## src/rtl/mixer_mc.sv

```systemverilog
// N-channel stereo mixer: per-channel 4-bit L/R gains, one MAC per clock,
// latched PCM per sample period and a first-order sigma-delta 1-bit DAC per side.
module mixer_mc #(
    parameter int unsigned CHANNELS   = 6,
    parameter int unsigned DW         = 8,
    parameter int unsigned GW         = 4,
    parameter int unsigned SAMPLE_DIV = 256
) (
    input  logic                                   clk28,
    input  logic                                   rst_n,
    input  logic [CHANNELS*DW-1:0]                 ch_data,
    input  logic [CHANNELS*GW-1:0]                 gain_l,
    input  logic [CHANNELS*GW-1:0]                 gain_r,
    input  logic                                   mute,
    output logic [DW+GW+$clog2(CHANNELS)-1:0]      pcm_l,
    output logic [DW+GW+$clog2(CHANNELS)-1:0]      pcm_r,
    output logic                                   sample_stb,
    output logic                                   dac_l,
    output logic                                   dac_r
);

    localparam int unsigned SW  = DW + GW + $clog2(CHANNELS);
    localparam int unsigned PW  = DW + GW;
    localparam int unsigned IW  = (CHANNELS > 1) ? $clog2(CHANNELS) : 1;
    localparam int unsigned PCW = (SAMPLE_DIV > 1) ? $clog2(SAMPLE_DIV) : 1;

    // The sequence SNAP, ACC x N, LATCH has to fit inside one mix period.
    if (SAMPLE_DIV < CHANNELS + 2) begin : g_div_check
        $error("mixer_mc: SAMPLE_DIV must be at least CHANNELS+2");
    end

    typedef enum logic [1:0] {
        ST_SNAP  = 2'd0,
        ST_ACC   = 2'd1,
        ST_LATCH = 2'd2,
        ST_IDLE  = 2'd3
    } state_t;

    state_t          state;
    state_t          state_nxt;

    logic [PCW-1:0]  pc;
    logic [IW-1:0]   idx;
    logic [DW-1:0]   snap_data [CHANNELS];
    logic [GW-1:0]   snap_gl   [CHANNELS];
    logic [GW-1:0]   snap_gr   [CHANNELS];
    logic            snap_mute;
    logic [SW-1:0]   sum_l;
    logic [SW-1:0]   sum_r;
    logic [SW:0]     acc_l;
    logic [SW:0]     acc_r;

    logic            pc_wrap_c;
    logic            last_ch_c;
    logic            snap_en_c;
    logic            acc_en_c;
    logic            latch_en_c;
    logic [PW-1:0]   prod_l_c;
    logic [PW-1:0]   prod_r_c;

    assign pc_wrap_c = (pc == PCW'(SAMPLE_DIV - 1));
    assign last_ch_c = (idx == IW'(CHANNELS - 1));
    assign prod_l_c  = PW'(snap_data[idx]) * PW'(snap_gl[idx]);
    assign prod_r_c  = PW'(snap_data[idx]) * PW'(snap_gr[idx]);

    // State register
    always_ff @(posedge clk28) begin
        if (!rst_n) begin
            state <= ST_SNAP;
        end else begin
            state <= state_nxt;
        end
    end

    // Next-state and datapath strobes
    always_comb begin
        state_nxt  = state;
        snap_en_c  = 1'b0;
        acc_en_c   = 1'b0;
        latch_en_c = 1'b0;
        case (state)
            ST_SNAP: begin
                snap_en_c = 1'b1;
                state_nxt = ST_ACC;
            end
            ST_ACC: begin
                acc_en_c = 1'b1;
                if (last_ch_c) begin
                    state_nxt = ST_LATCH;
                end
            end
            ST_LATCH: begin
                latch_en_c = 1'b1;
                // When LATCH lands on the last count of the period, skip IDLE.
                state_nxt  = pc_wrap_c ? ST_SNAP : ST_IDLE;
            end
            ST_IDLE: begin
                if (pc_wrap_c) begin
                    state_nxt = ST_SNAP;
                end
            end
            default: state_nxt = ST_SNAP;
        endcase
    end

    // Period counter, input snapshot, MAC and PCM latch
    always_ff @(posedge clk28) begin
        if (!rst_n) begin
            pc         <= '0;
            idx        <= '0;
            sum_l      <= '0;
            sum_r      <= '0;
            pcm_l      <= '0;
            pcm_r      <= '0;
            sample_stb <= 1'b0;
            snap_mute  <= 1'b0;
            for (int i = 0; i < int'(CHANNELS); i++) begin
                snap_data[i] <= '0;
                snap_gl[i]   <= '0;
                snap_gr[i]   <= '0;
            end
        end else begin
            pc         <= pc_wrap_c ? '0 : pc + PCW'(1);
            sample_stb <= latch_en_c;
            if (snap_en_c) begin
                for (int i = 0; i < int'(CHANNELS); i++) begin
                    snap_data[i] <= ch_data[i*DW +: DW];
                    snap_gl[i]   <= gain_l[i*GW +: GW];
                    snap_gr[i]   <= gain_r[i*GW +: GW];
                end
                snap_mute <= mute;
                sum_l     <= '0;
                sum_r     <= '0;
                idx       <= '0;
            end
            if (acc_en_c) begin
                sum_l <= sum_l + SW'(prod_l_c);
                sum_r <= sum_r + SW'(prod_r_c);
                idx   <= idx + IW'(1);
            end
            if (latch_en_c) begin
                pcm_l <= snap_mute ? '0 : sum_l;
                pcm_r <= snap_mute ? '0 : sum_r;
            end
        end
    end

    // Sigma-delta: the carry out of an SW-bit phase accumulator is the bitstream
    always_ff @(posedge clk28) begin
        if (!rst_n) begin
            acc_l <= '0;
            acc_r <= '0;
        end else begin
            acc_l <= {1'b0, acc_l[SW-1:0]} + {1'b0, pcm_l};
            acc_r <= {1'b0, acc_r[SW-1:0]} + {1'b0, pcm_r};
        end
    end

    assign dac_l = acc_l[SW];
    assign dac_r = acc_r[SW];

endmodule
```

## config.mk

```make
export PLATFORM = sky130hd
export DESIGN_NAME = mixer_mc
export DESIGN_NICKNAME = d
export VERILOG_FILES = /design/src/rtl/mixer_mc.sv
export SDC_FILE = /design/constraint.sdc
export NUM_CORES = 1
export LEC_CHECK = 0
export ABC_AREA = 1
export CAP_MARGIN = 20
export CELL_PAD_IN_SITES_DETAIL_PLACEMENT = 0
export CELL_PAD_IN_SITES_GLOBAL_PLACEMENT = 2
export CORE_AREA = 2 2 208 210
export CTS_CLUSTER_SIZE = 28
export DETAILED_ROUTE_END_ITERATION = 16
export DIE_AREA = 0 0 210 212
export PLACE_DENSITY = 0.84
export SYNTH_ARGS = -nofsm -noshare
export SYNTH_HDL_FRONTEND = slang
export SYNTH_SLANG_ARGS = --single-unit
export TNS_END_PERCENT = 5
```

## constraint.sdc

```tcl
create_clock -name clk28 -period 4.1 [get_ports clk28]
set_input_delay 0.615 -clock clk28 [delete_from_list [all_inputs] [get_ports clk28]]
set_output_delay 0.615 -clock clk28 [all_outputs]
set_load 0.02 [all_outputs]
```

==> flow_metrics.env <==
export IMPL_yosysWarnings=0
export IMPL_maxSlewViolCount=0
export IMPL_pwr_share_seq=0.365
export IMPL_leakage_nw=7.29
export IMPL_syn_to_final_growth_pct=26.8
export IMPL_first_pass_iters=5
export IMPL_grt_overflow_total=0
export IMPL_die_x_um=210
export IMPL_yosysTopAreaCell="edfxtp_1"
export IMPL_io_pins=132
export IMPL_avgViaCountPerCell=4.49
export IMPL_netlist_area_leader_share=0.229
export IMPL_numCtsBuffers=25
export IMPL_cts_tree="built"
export IMPL_cts_path_max_buffers=3
export IMPL_fin_area_sq_mm=0.0160
export IMPL_worstPathArrival_ns=4.52
export IMPL_dp_hpwl_um=24600
export IMPL_cp_max_fo=16
export IMPL_slew_headroom=0.352
export IMPL_ys_seq_elements=206
export IMPL_clkPwrFrac=0.302
export IMPL_portBuffers=131
export IMPL_root_buffer="clkbuf_16"
export IMPL_peakVddDrop_uv=238
export IMPL_setup_slack_ns=0.00840
export IMPL_vias=10600
export IMPL_yosysUniqueCellTypes=36
export IMPL_crit_type="reg2reg"
export IMPL_critPathLaunchType="register"
export IMPL_antenna_cells=0
export IMPL_timing_final_hold_violations=0
export IMPL_drtIter0Drc=613
export IMPL_finalSetupViolCount=0
export IMPL_drive_above_1_share=0.106
export IMPL_syn_nets=1842
export IMPL_max_clock_freq_mhz=244
export IMPL_hp_class="reg2reg"
export IMPL_internal_power_mw=4.40
export IMPL_wl_per_cell_um=13.4
export IMPL_power_frac_comb=0.333
export IMPL_syn_area_sq_mm=0.0126
export IMPL_grt_pass1_wl_um=52000
export IMPL_synth_area_per_cell_sq_um=7.76
export IMPL_clk_pin_slew_worst_paths_ns=0.06
export IMPL_htreeDepth=1
export IMPL_synthCells=1622
export IMPL_switchingPower_mw=2.12
export IMPL_final_cell_mix="inv_1, nand2_1, nor2_1"
export IMPL_clock_sinks=206
export IMPL_fin_crit_sh=0.998
export IMPL_period_needed_ns=4.09
export IMPL_fin_nets=2024
export IMPL_globalplace_congestion=0.845
export IMPL_core_area_sq_mm=0.0425
export IMPL_grt_max_degree=97
export IMPL_track_usage=0.143
export IMPL_status="finished clean"
export IMPL_clock_skew_ns=0.0215
export IMPL_initial_utilization=0.296
export IMPL_cap_violations=0
export IMPL_powerDensity_mw_per_mm2=408
export IMPL_required_ns=4.53
export IMPL_antenna_found_initial=0
export IMPL_row_count=76
export IMPL_final_common_cell="inv_1"
export IMPL_worst_pin_slew_ns=0.973
export IMPL_synthTopCellsByArea="edfxtp_1, dfxtp_1, inv_1"
export IMPL_dpl_worst_slack_ns=-0.248
export IMPL_ant_nets=0
export IMPL_die_y_um=212
export IMPL_grt_pass1_vias=10500
export IMPL_rsz0062_at_grt="yes"
export IMPL_finalWirelength_um=31700
export IMPL_route_detailed_drc=0
export IMPL_p_sw_frac=0.325
export IMPL_seq_area_frac_synth=0.404
export IMPL_clock_latency_ns=0.54
export IMPL_worstSetupEndpointType="register"
export IMPL_dieArea_sq_mm=0.0445
export IMPL_placed_cell_area_sq_mm=0.0149
-- synth_stat cells (all sizes together) --
cell type and count:
a211oi 1, a32oi 1, o21a 4, o22ai 5
nor2 262, nor3 9, edfxtp 96, nand3 101
or2 5, a31oi 5, o21ai 90, a21oi 136
dfxtp 110, buf 29, o21bai 6, o22a 12
nand2 268, ha 77, xor2 2, o211ai 2
fa 44, and3 2, inv 314, nand4 10
nand3b 6, clkbuf 19, a21o 6
-- what timing repair did --
action,4_1_cts,5_1_grt
hold buffers,0,0
gates resized for setup,31,39
buffers inserted,1,4
cloned,0,1
pin swaps,1,12
endpoints found under the setup margin,22,22
-- worst max-delay path, stage by stage (launching register included) --
cell and delay, ns:
dfxtp_4 0.47, buf_12 0.17, o21ai_0 0.08, o22a_1 0.23, o21ai_2 0.20, inv_2 0.13
nor2_2 0.12, fa_1 0.45, fa_1 0.55, inv_1 0.05, fa_1 0.49, inv_1 0.06
ha_4 0.26, nand2_1 0.07, nand2_1 0.10, a21oi_2 0.20, nand3_1 0.13, a21oi_1 0.15
nor2_1 0.06
-- worst paths after layout --
kind	slack (ns)	from	to	cells past startpoint
setup / recovery	0.008	register	sum_r[14]	18
hold / removal	0.45	pc[0]	pc[0]	1
setup reg to reg	0.008	register	sum_r[14]	18
hold reg to reg	0.45	pc[0]	pc[0]	1
-- sequential cells by signal (all words and copies together) (netlist names), named ones only --
signal / count
snap_gr: 24
acc_l: 16
acc_r: 16
sample_stb: 1
idx: 3
pcm_r: 15
snap_mute: 1
sum_r: 15
snap_data: 48
sum_l: 15
pc: 8
state: 2
pcm_l: 15
snap_gl: 24
-- routing by layer --
layer / vias up / global-route usage / routed length, um
met2: 240 / 0.233 / 13700
met3: 39 / 0.0223 / 1580
met5: - / 0 / 0
li1: 5525 / - / -
met4: 0 / 0.0284 / 579
met1: 4784 / 0.203 / 15900
-- through the flow --
step	utilization	total power [mW]	hold slack, ns	setup TNS (ns)	cells
final	0.376	6.53	0.446	0	2360
after global routing	0.376	6.99	0.475	-3.43	2360
after global placement	0.349	4.29	0.427	-2.56	2316
after floorplan	-	3.63	0.418	0	1622
after detailed placement	0.349	4.32	0.436	-3.80	2316
after CTS	0.370	6.44	0.448	-0.141	2354
-- cells by family (layout without fill, tap and decap cells) --
family	Yosys count	count (layout)	share of synthesized area
xor gates and xnor gates	2	2	0.00139
buffers and inverters	362	554	0.113
adders and majority gates	121	121	0.146
DFF	206	206	0.404
AOI/OAI and AO/OA	268	268	0.121
and+or+nand+nor	663	663	0.214
-- layout make-up --
| cell class | instances | area (sq um) |
|---|---|---|
| fillers | 4367 | 26500 |
| multi-input cells | 1054 | 6370 |
| flip-flops and latches | 206 | 5090 |
| repair buffers | 203 | 1920 |
| inverters | 314 | 1200 |
| well taps | 546 | 683 |
| clock buffers | 29 | 661 |
| clock inverters | 8 | 52.6 |
-- power groups by stage --
stage,clock (mW),combinational (mW),sequential (mW)
6_report,1.97,2.17,2.38
5_1_grt,2.11,2.49,2.40
2_1_floorplan,0,1.25,2.38
3_5_place_dp,0,1.89,2.42
4_1_cts,2.03,2.02,2.38
3_3_place_gp,0,1.87,2.42
No activity file was read; power rests on OpenSTA's default activity.
